[config.mk]
export PLATFORM = sky130hd
export DESIGN_NAME = vga_timing_gen
export DESIGN_NICKNAME = d
export VERILOG_FILES = /design/src/rtl/vga_timing_gen.sv
export SDC_FILE = /design/constraint.sdc
export NUM_CORES = 1
export LEC_CHECK = 0
export CORE_MARGIN = 1.5
export CORE_UTILIZATION = 63
export DETAILED_ROUTE_END_ITERATION = 6
export DONT_BUFFER_PORTS = 1
export PLACE_DENSITY = 0.8
export REMOVE_ABC_BUFFERS = 1
export SETUP_SLACK_MARGIN = 0.4
export SYNTH_ARGS = -nofsm -noshare
export SYNTH_HDL_FRONTEND = slang
export SYNTH_SLANG_ARGS = --single-unit
[constraint.sdc]
create_clock -name clk -period 2.9 [get_ports clk]
set_input_delay 0.435 -clock clk [delete_from_list [all_inputs] [get_ports clk]]
set_output_delay 0.435 -clock clk [all_outputs]
set_load 0.01 [all_outputs]
[src/rtl/vga_timing_gen.sv]
// Parametrised raster timing generator: pixel coordinates, frame/line strobes and
// pipelined hs/vs/de. Optional colour-bar source is enabled with TEST_PATTERN_EN.
module vga_timing_gen #(
  parameter int HACT  = 640,
  parameter int HFP   = 16,
  parameter int HSW   = 96,
  parameter int HBP   = 48,
  parameter int VACT  = 480,
  parameter int VFP   = 10,
  parameter int VSW   = 2,
  parameter int VBP   = 33,
  parameter bit HSPOL = 1'b0,
  parameter bit VSPOL = 1'b0,
  parameter int PIPE  = 2,
  parameter int XW    = 10,
  parameter int YW    = 10
) (
  input  logic          clk,
  input  logic          rst,
  input  logic          ce,
  output logic [XW-1:0] xpos,
  output logic [YW-1:0] ypos,
  output logic          active,
  output logic          fr,
  output logic          ln,
  output logic          hs_o,
  output logic          vs_o,
  output logic          de_o
`ifdef TEST_PATTERN_EN
  ,
  output logic          red,
  output logic          grn,
  output logic          blu
`endif
);

  localparam int HTOTAL = HACT + HFP + HSW + HBP;
  localparam int VTOTAL = VACT + VFP + VSW + VBP;

  localparam logic [XW-1:0] H_ACT   = XW'(HACT);
  localparam logic [XW-1:0] H_SYNC0 = XW'(HACT + HFP);
  localparam logic [XW-1:0] H_SYNC1 = XW'(HACT + HFP + HSW);
  localparam logic [XW-1:0] H_LAST  = XW'(HTOTAL - 1);
  localparam logic [YW-1:0] V_ACT   = YW'(VACT);
  localparam logic [YW-1:0] V_SYNC0 = YW'(VACT + VFP);
  localparam logic [YW-1:0] V_SYNC1 = YW'(VACT + VFP + VSW);
  localparam logic [YW-1:0] V_LAST  = YW'(VTOTAL - 1);

  logic [XW-1:0] h_reg, h_next;
  logic [YW-1:0] v_reg, v_next;
  logic          hs_reg, vs_reg;
  logic          act_next, fr_next, ln_next, hs_next, vs_next;

  always_comb begin
    h_next = h_reg + XW'(1);
    v_next = v_reg;
    if (h_reg == H_LAST) begin
      h_next = '0;
      v_next = (v_reg == V_LAST) ? '0 : v_reg + YW'(1);
    end
  end

  // Decode from the next counter values so every registered output lines up with xpos/ypos.
  always_comb begin
    act_next = (h_next < H_ACT) && (v_next < V_ACT);
    fr_next  = (h_next == '0) && (v_next == '0);
    ln_next  = (h_next == H_ACT) && (v_next < V_ACT);
    hs_next  = ((h_next >= H_SYNC0) && (h_next < H_SYNC1)) ? HSPOL : !HSPOL;
    vs_next  = ((v_next >= V_SYNC0) && (v_next < V_SYNC1)) ? VSPOL : !VSPOL;
  end

  always_ff @(posedge clk) begin
    if (rst) begin
      h_reg  <= H_LAST;
      v_reg  <= V_LAST;
      active <= 1'b0;
      fr     <= 1'b0;
      ln     <= 1'b0;
      hs_reg <= !HSPOL;
      vs_reg <= !VSPOL;
    end else if (ce) begin
      h_reg  <= h_next;
      v_reg  <= v_next;
      active <= act_next;
      fr     <= fr_next;
      ln     <= ln_next;
      hs_reg <= hs_next;
      vs_reg <= vs_next;
    end
  end

  assign xpos = h_reg;
  assign ypos = v_reg;

`ifdef TEST_PATTERN_EN
  localparam int DW = 6;
  localparam logic [DW-1:0] IDLE = {!HSPOL, !VSPOL, 4'b0000};

  logic [2:0] bar_next;
  logic [2:0] rgb_reg;

  // Bar k starts at ceil(k*HACT/8); the last threshold passed gives the bar index.
  always_comb begin
    bar_next = 3'd0;
    for (int k = 1; k < 8; k++) begin
      if (h_next >= XW'((k * HACT + 7) / 8)) bar_next = 3'(k);
    end
  end

  always_ff @(posedge clk) begin
    if (rst) rgb_reg <= 3'b000;
    else if (ce) rgb_reg <= ~bar_next;
  end

  logic [DW-1:0] aligned;
  logic [DW-1:0] delayed;
  assign aligned = {hs_reg, vs_reg, active, rgb_reg};
`else
  localparam int DW = 3;
  localparam logic [DW-1:0] IDLE = {!HSPOL, !VSPOL, 1'b0};

  logic [DW-1:0] aligned;
  logic [DW-1:0] delayed;
  assign aligned = {hs_reg, vs_reg, active};
`endif

  generate
    if (PIPE == 0) begin : g_nopipe
      assign delayed = aligned;
    end else begin : g_pipe
      for (genvar gi = 0; gi < PIPE; gi++) begin : g_stage
        logic [DW-1:0] q_reg;
        if (gi == 0) begin : g_first
          always_ff @(posedge clk) begin
            if (rst) q_reg <= IDLE;
            else if (ce) q_reg <= aligned;
          end
        end else begin : g_rest
          always_ff @(posedge clk) begin
            if (rst) q_reg <= IDLE;
            else if (ce) q_reg <= g_stage[gi-1].q_reg;
          end
        end
      end
      assign delayed = g_stage[PIPE-1].q_reg;
    end
  endgenerate

  assign hs_o = delayed[DW-1];
  assign vs_o = delayed[DW-2];
  assign de_o = delayed[DW-3];

`ifdef TEST_PATTERN_EN
  assign red = delayed[2] & de_o;
  assign grn = delayed[1] & de_o;
  assign blu = delayed[0] & de_o;
`endif

endmodule

# ---- After elaboration in Yosys (flattened, before gate mapping)
# Cells that the tools add are included.
dict set report totals {
  reg_bits 31
  input_bits 3
  out_inout_bits 26
  wordCells 32
}
dict set report op_classes {
  add_sub_neg 2
  order_cmp 6
  n_eq_ne 3
  muxes 5
  reduce_logical 7
}
# cell count
set ops {}
lappend ops {{== test 10 bit, second input constant} 3}
lappend ops {{two-way mux 10 bit} 3}
lappend ops {{adder 10 x 1 -> 10 bit, second input constant} 2}
lappend ops {{logical NOT 10 bit} 2}
lappend ops {{less-than comparator 10 bit, second input constant} 2}
lappend ops {{less-than comparator 10 x 9 -> 1 bit, second input constant} 2}
lappend ops {{>= comparator 10 bit, second input constant} 1}
lappend ops {{>= comparator 10 x 9 -> 1 bit, second input constant} 1}
lappend ops {{logical AND 1 bit} 5}
lappend ops {{two-way mux 1 bit} 2}

# ---- Longest topological paths before layout
# Gate-level depths: netlist of the first run.
dict set report depth {
  word_depth 6
  depth_mapped 10
  depth_no_buf 8
}

# ---- Worst setup path before layout of the first run
# OpenSTA, ideal clock, no wires.
dict set report synth_timing {
  kind {register to register}
  from {register h_reg[0] (netlist: xpos[0])}
  to {register fr}
  setup_time_ns 0.060
  arrival_ns 2.312
  required_time_ns 2.840
  path_slack_ns 0.528
  path_stages_with_launch 10
  n_path_buf 2
  period_less_slack_ns 2.372
  path_cell_list {dfxtp_1 -> ha_1 -> buf_4 -> and4_1 -> buf_4 -> nand3_4 -> or4_1 -> a222oi_1 -> nor4b_2 -> a32o_1}
}
dict set report synth_via {
  elab_chain_len 4
  word_cells_on_any_way 7
  classes_between {add/sub: 1; eq/ne: 1; mux: 2; reduce/logical: 3}
}
# element line
set synth_lines {}
lappend synth_lines {{start, declared} 49} ;# logic [XW-1:0] h_reg, h_next;
lappend synth_lines {{start signal, assigned} 82} ;# h_reg <= h_next;
lappend synth_lines {{adder 10 x 1 -> 10 bit or == test 10 bit (tied branches)} {55, 57}}
lappend synth_lines {{two-way mux 10 bit} 57} ;# if (h_reg == H_LAST) begin
lappend synth_lines {{logical NOT 10 bit} 66} ;# fr_next = (h_next == '0) && (v_next == '0);
lappend synth_lines {{logical AND 1 bit *} 66}
lappend synth_lines {{end signal, assigned} 85} ;# fr <= fr_next;
lappend synth_lines {{end, declared} 24} ;# output logic fr,
# Every way passes the cells marked *; elsewhere a longest branch is shown, timed or not.
# A chain may end at the register's enable or synchronous reset.

# ---- Final worst setup path of the first run
# Ends and elaborated chain as after synthesis.

==> qor.csv, run 1 <==
stage,metric,value,unit
floorplanning,full die area,3510,µm²
clocking,"Reg clk slew, reported paths",0.10,ns
logic_synthesis,Yosys top cell by area,dfxtp_1,
cells_and_area,final net count,260,
logic_synthesis,register area share after synthesis,31.1,%
logic_synthesis,"count leader, synth",dfxtp_1,
status,status,finished clean,
logic_synthesis,Mapped Cells,256,
logic_synthesis,commonest cells in the netlist,"dfxtp_1, nand2_1, nor2_1",
critical_path,worst endpoint required time,3.20,ns
floorplanning,initial core utilization,65.9,%
logic_synthesis,syn_area_per_cell,7.79,µm²
sta,Rel. slew slack,64.5,%
cells_and_area,multi-input logic area,1250,µm²
power,Peak VDD IR,320,µV
cells_and_area,storage element area,629,µm²
critical_path,Critical Path AT,2.60,ns
worst_hold_path,Worst Hold Class,primary input to flip-flop,
sta,Slew Limit Fails,0,
logic_synthesis,"EDFF count, synth",0,
clocking,CTS tree,yes,
clocking,total CTS buffers,5,
sta,Setup Skew,0.0146,ns
drt,routed vias/inst,6.13,
global_routing,total grt overflow,0,
drt,DR iter-0 viols,158,
cells_and_area,layout cells sized above 1,12.6,%
floorplanning,Core Box Area,3030,µm²
critical_path,Critical Path Sink Type,flip-flop,
drt,DRT Wirelength,4520,µm
placed_design,hpwl dp,3070,µm
global_routing,gr usage total,27.2,%
drt,post-route ant nets,0,
floorplanning,die height,59.3,µm
floorplanning,Die X,59.3,µm
sta,Final Hold Viols,0,
drt,routed len/inst,15.2,µm
sta,Achievable Freq,433,MHz
clocking,H-tree Lvls,2,
cells_and_area,synthesis-to-layout area growth,6.02,%
logic_synthesis,register bit total from synthesis,31,
cells_and_area,# fillers,251,
clocking,hold_buf cts,0,
drt,DRC viols,0,
power,Pwr Density,555,nW/µm²
logic_synthesis,Synth Warn #,0,
cells_and_area,Antenna diodes,0,
critical_path,Crit Path Category,flip-flop to flip-flop,
logic_synthesis,top post-synthesis cells by area,"dfxtp_1, mux2i_1, nand2_1, nor2_1, xnor2_1",
placed_design,DP Worst Slack,0.345,ns
critical_path,crit start category,flip-flop,
sta,Final min period,2.31,ns
cells_and_area,utilization after layout,69.8,%
clocking,CTS Root Buffer Type,clkbuf_4,
critical_path,Crit Path Max Fanout,8,
global_routing,first-pass GRT wire length,7150,µm
logic_synthesis,Mapped Area,1990,µm²
floorplanning,Rows,20,
drt,first-pass detailed-route iteration total,4,
logic_synthesis,"Top FF cell, synth",dfxtp_1,
placed_design,GP Congestion,0.906,
critical_path,CP max stage delay,0.52,ns
global_routing,vias in the first global route,1485,
sta,period utilisation layout,79.6,%
logic_synthesis,asr flop ratio synth,0,%
sta,Min Hold Slack,0.136,ns
run,Max-Cap Viols,0,
global_routing,largest net degree at the start of global routing,30,
critical_path,"Slowest-stage cell, CP",or4_1,
sta,actual slew at the worst max-slew pin,0.527,ns
floorplanning,Ports,29,
drt,Vias,1820,
critical_path,critical-path cell list,"ha_1, and4_4, nand3_4, or4_1, a222oi_1, nor4b_2, a32o_1",
clocking,CTS Sinks,31,
sta,Final WS setup,0.593,ns
clocking,clk buf depth,2,
global_routing,initial antenna violation count,0,
sta,total negative slack,0,ns
power,Static Leak,0.806,nW
logic_synthesis,post-synth cell types,51,
logic_synthesis,Synth top area share,31.1,%
placed_design,IO Port Bufs,0,
sta,Setup Viol. Count Final,0,
clocking,worst skew pair latency,0.35,ns
sta,RSZ-0062 raised after global routing,false,
-- cells in the final DEF, fill, tap and decap left out, drive strengths merged, types with 3 or more instances in the layout --
master  count
o211ai      3
nor2b       3
ha          4
and2        4
mux2i      10
o21ai      12
nand2      27
and3        6
and4        3
a21oi      13
nor2       24
nor3        9
inv         8
buf        13
a32o        3
clkbuf      6
nand3      16
a31oi       3
dfxtp      31
xnor2      10
nand4       6
xor2        4
-- worst max-delay path, delay by kind of cell, from the launching register on --
family	cells	cell delay, ns
flops	1	0.41
compound gates	2	0.48
simple gates	4	1.17
fa+ha+maj	1	0.19
-- metal layers --
metal | part of all wire, % | vias up | track usage [%] | routed length [µm]
met4 | 1.4 | 0 | 10.1 | 62
met2 | 43 | 68 | 36.6 | 1960
met3 | 8.4 | 6 | 9.83 | 382
met5 | 0 | - | 0 | 0
met1 | 47 | 831 | 39.5 | 2120
li1 | - | 915 | - | -
-- final cells by class --
| type | instances | share of cell area, % |
|---|---|---|
| inverters | 8 | 1.42 |
| multi-input cells | 194 | 58.9 |
| clock buffers | 6 | 2.43 |
| flip-flops and latches | 31 | 29.8 |
| well taps | 44 | 2.60 |
| repair buffers | 13 | 4.62 |
| clock inverters | 1 | 0.237 |
-- metrics by stage --
step / total power, mW / cells / instance area, µm²
after floorplan: 0.781 / 233 / 1890
after global placement: 0.876 / 286 / 2010
after global routing: 1.25 / 297 / 2110
after detailed placement: 0.881 / 286 / 2010
final: 1.17 / 297 / 2110
after CTS: 1.15 / 293 / 2070
-- power by group --
| part | internal (mW) | switching (mW) | leakage [nW] | total (mW) |
|---|---|---|---|---|
| sequential | 0.453 | 0.0363 | 0.253 | 0.489 |
| clock | 0.112 | 0.151 | 0.0341 | 0.263 |
| combinational | 0.177 | 0.244 | 0.519 | 0.421 |
-- path summary, 6_finish.rpt --
kind	from	endpoint	slack, ns	cells past startpoint
hold reg to reg	g_pipe.g_stage[0].q_reg[2]	delayed[2]	0.49	2
hold / removal	rst	ypos[4]	0.14	1
setup reg to reg	xpos[0]	fr	0.59	7
setup / recovery	xpos[0]	fr	0.59	7
-- kinds of logic (layout without fill, tap and decap cells) --
logic type / after synthesis / count (layout) / share of synthesized area [%]
XOR/XNOR: 14 / 14 / 6.15
AND/OR/NAND/NOR: 114 / 114 / 31.1
AO/OA/AOI/OAI: 52 / 52 / 17.4
adder cells (fa/ha/maj): 4 / 4 / 2.51
flip-flops: 31 / 31 / 31.1
buffers and inverters: 31 / 28 / 6.78
multiplexers: 10 / 10 / 5.02
-- timing repair --
action | 4_1_cts | 5_1_grt
resized for setup | 3 | 5
setup endpoints to repair | 2 | 4
setup buffers | 0 | 4
No activity file was read; power rests on OpenSTA's default activity.
==> inputs of run 2 (changes only) <==
--- a/config.mk
+++ b/config.mk
@@ -6,10 +6,10 @@
 export NUM_CORES = 1
 export LEC_CHECK = 0
 export CORE_MARGIN = 1.5
-export CORE_UTILIZATION = 63
+export CORE_UTILIZATION = 57
 export DETAILED_ROUTE_END_ITERATION = 6
 export DONT_BUFFER_PORTS = 1
-export PLACE_DENSITY = 0.8
+export PLACE_DENSITY = 0.76
 export REMOVE_ABC_BUFFERS = 1
 export SETUP_SLACK_MARGIN = 0.4
 export SYNTH_ARGS = -nofsm -noshare
==> constraint.sdc (replaced) <==
create_clock -name clk -period 1.9 [get_ports clk]
set_input_delay 0.285 -clock clk [delete_from_list [all_inputs] [get_ports clk]]
set_output_delay 0.285 -clock clk [all_outputs]
set_load 0.01 [all_outputs]
==> run 2 against run 1 <==
Fmax rose by 8.0%. Die area up 10%. Register-to-register slack got worse by 0.83 ns. Critical path depth grew 1. Sequential share of layout area fell by 8.4 points. The flow now finishes with violations (setup timing). Largest power group is now combinational cells.
==> qor.csv, run 2 (synthesis results as in run 1) <==
stage,metric,value,unit,change
cells_and_area,synthesis-to-layout area growth,49.7,%,
cells_and_area,final net count,326,,+25%
critical_path,Reg2Reg Setup Slack,-0.24,ns,-0.83 ns
floorplanning,Die X,62.2,µm,+4.9%
drt,routed vias/inst,6.88,,+12%
sta,Setup Viol. Count Final,14,,+14
run,Max-Cap Viols,0,,unchanged
critical_path,worst endpoint required time,2.20,ns,-1.00 ns
drt,first-pass detailed-route iteration total,7,,+3
drt,routed len/inst,23.2,µm,+52%
cells_and_area,utilization after layout,89.5,%,+20 points
clocking,clk buf depth,2,,unchanged
power,Static Leak,1.20,nW,+49%
floorplanning,die height,62.2,µm,+4.9%
status,status,"finished, violations left",,
placed_design,hpwl dp,3740,µm,+22%
floorplanning,Rows,21,,+5.0%
sta,Setup Skew,0.00892,ns,-0.00565 ns
global_routing,largest net degree at the start of global routing,31,,+3.3%
status,violated checks,setup timing,,
placed_design,GP Congestion,0.891,,-1.7%
floorplanning,full die area,3860,µm²,+10%
floorplanning,Core Box Area,3340,µm²,+10%
critical_path,worst r2r src,xpos[2],,
cells_and_area,most frequent cells in the layout,"buf_4, nand2_1, dfxtp_1",,
sta,Slew Limit Fails,0,,unchanged
worst_hold_path,WHS Endpoint,ypos[3],,
power,Peak VDD IR,592,µV,+85%
clocking,CTS Root Buffer Type,clkbuf_4,,
placed_design,IO Port Bufs,0,,unchanged
cells_and_area,"commonest non-fill, non-tap cell in the layout",buf_4,,
clocking,CTS tree,yes,,
sta,Rel. slew slack,55.3,%,-9.2 points
global_routing,first-pass GRT wire length,11400,µm,+60%
clocking,total CTS buffers,5,,unchanged
cells_and_area,Antenna diodes,0,,unchanged
drt,DRT Wirelength,8460,µm,+87%
critical_path,RR Endpoint,fr,,
critical_path,Critical Path Sink Type,flip-flop,,
drt,Vias,2513,,+38%
drt,DRC viols,0,,unchanged
cells_and_area,layout cells sized above 1,45.1,%,+32 points
power,Pwr Density,827,nW/µm²,+49%
clocking,CTS Sinks,31,,unchanged
clocking,"Reg clk slew, reported paths",0.10,ns,about the same
drt,DR iter-0 viols,378,,+140%
critical_path,crit start category,flip-flop,,
critical_path,r2r worst-path depth,8,,+1
sta,period utilisation layout,112,%,+33 points
sta,RSZ-0062 raised after global routing,true,,
global_routing,gr usage total,38.5,%,+11 points
global_routing,vias in the first global route,2251,,+52%
sta,Achievable Freq,468,MHz,+8.0%
sta,total negative slack,-1.43,ns,-1.43 ns
sta,Final WS setup,-0.235,ns,-0.828 ns
floorplanning,Ports,29,,unchanged
global_routing,initial antenna violation count,0,,unchanged
drt,post-route ant nets,0,,unchanged
worst_hold_path,hold path depth,1,,unchanged
worst_hold_path,HP Start,rst,,
worst_hold_path,Worst Hold Class,primary input to flip-flop,,
sta,Final Hold Viols,0,,unchanged
critical_path,Crit Path Max Fanout,9,,+1
sta,Final min period,2.14,ns,-0.172 ns
sta,actual slew at the worst max-slew pin,0.668,ns,+0.141 ns
clocking,worst skew pair latency,0.35,ns,about the same
critical_path,Critical Path AT,2.43,ns,-0.17 ns
floorplanning,initial core utilization,59.8,%,-6.1 points
critical_path,Crit Path Category,flip-flop to flip-flop,,
clocking,H-tree Lvls,2,,unchanged
global_routing,total grt overflow,0,,unchanged
-- run 2: critical path, stage by stage (launching register included) --
cell,delay [ns]
dfxtp_1,0.38
buf_4,0.20
nand4_1,0.23
nor3_4,0.24
buf_6,0.15
o21ai_1,0.12
a222oi_1,0.31
nor4b_2,0.26
a32o_1,0.18
-- run 2: per-stage QoR --
stage / hold WS (ns) / instance area (µm²) / total power [mW] / instances / worst slack, ns
after floorplan: 0.354 / 1890 / 1.19 / 233 / -0.584
after global placement: 0.356 / 2340 / 1.48 / 331 / -0.191
after detailed placement: 0.357 / 2340 / 1.49 / 331 / -0.325
after CTS: 0.0303 / 2800 / 2.17 / 354 / -0.127
after global routing: 0.0277 / 2990 / 2.54 / 365 / -0.294
final: 0.0287 / 2990 / 2.47 / 365 / -0.235
-- run 2: power breakdown --
part	switching, mW	internal (mW)	total (mW)	leakage [nW]
Combinational	0.724	0.606	1.33	0.911
Clock	0.240	0.171	0.411	0.0341
Sequential	0.0375	0.692	0.729	0.254
Total	1.00	1.47	2.47	1.20
-- run 2: area by class of cell --
class / count / area [µm²]
fill: 148 / 352
inverter: 8 / 30.0
sequential: 31 / 637
multi-input combinational: 195 / 1540
clock buffer: 6 / 51.3
timing repair buffer: 78 / 667
tap: 46 / 57.6
clock inverter: 1 / 5.00
-- run 2: how the worst max path moves through the flow --
stage | start | endpoint | depth (start not counted)
global placement | xpos[0] | fr | 7
floorplan | xpos[0] | fr | 7
CTS | xpos[1] | fr | 7
detailed placement | xpos[0] | fr | 7
global route | xpos[1] | active | 10
finish | xpos[2] | fr | 8
-- run 2: per-layer routing --
layer  vias to the layer above  share of wire (%)  wire length, µm  GRT usage [%]
met2                       243                 44             3680           61.4
met5                         -                  0                0              0
met1                      1140                 36             3050           47.6
li1                       1049                  -                -              -
met3                        81                 12              994           8.51
met4                         0                8.7              733           23.3
-- run 2: repair_timing --
item | CTS | global route
pin swaps | 37 | 28
endpoints found under the hold margin | 12 | 0
buffers inserted | 14 | 11
gates cloned | 1 | 0
resized for setup | 75 | 28
hold buffers | 1 | 0
setup endpoints to repair | 21 | 21
==> inputs of run 3 (changes only) <==
--- a/config.mk
+++ b/config.mk
@@ -5,6 +5,7 @@
 export SDC_FILE = /design/constraint.sdc
 export NUM_CORES = 1
 export LEC_CHECK = 0
+export ABC_CLOCK_PERIOD_IN_PS = 1900
 export CORE_MARGIN = 1.5
 export CORE_UTILIZATION = 57
 export DETAILED_ROUTE_END_ITERATION = 6
==> results of run 3 <==
Final layout, timing and power as in run 2 (identical DEF).
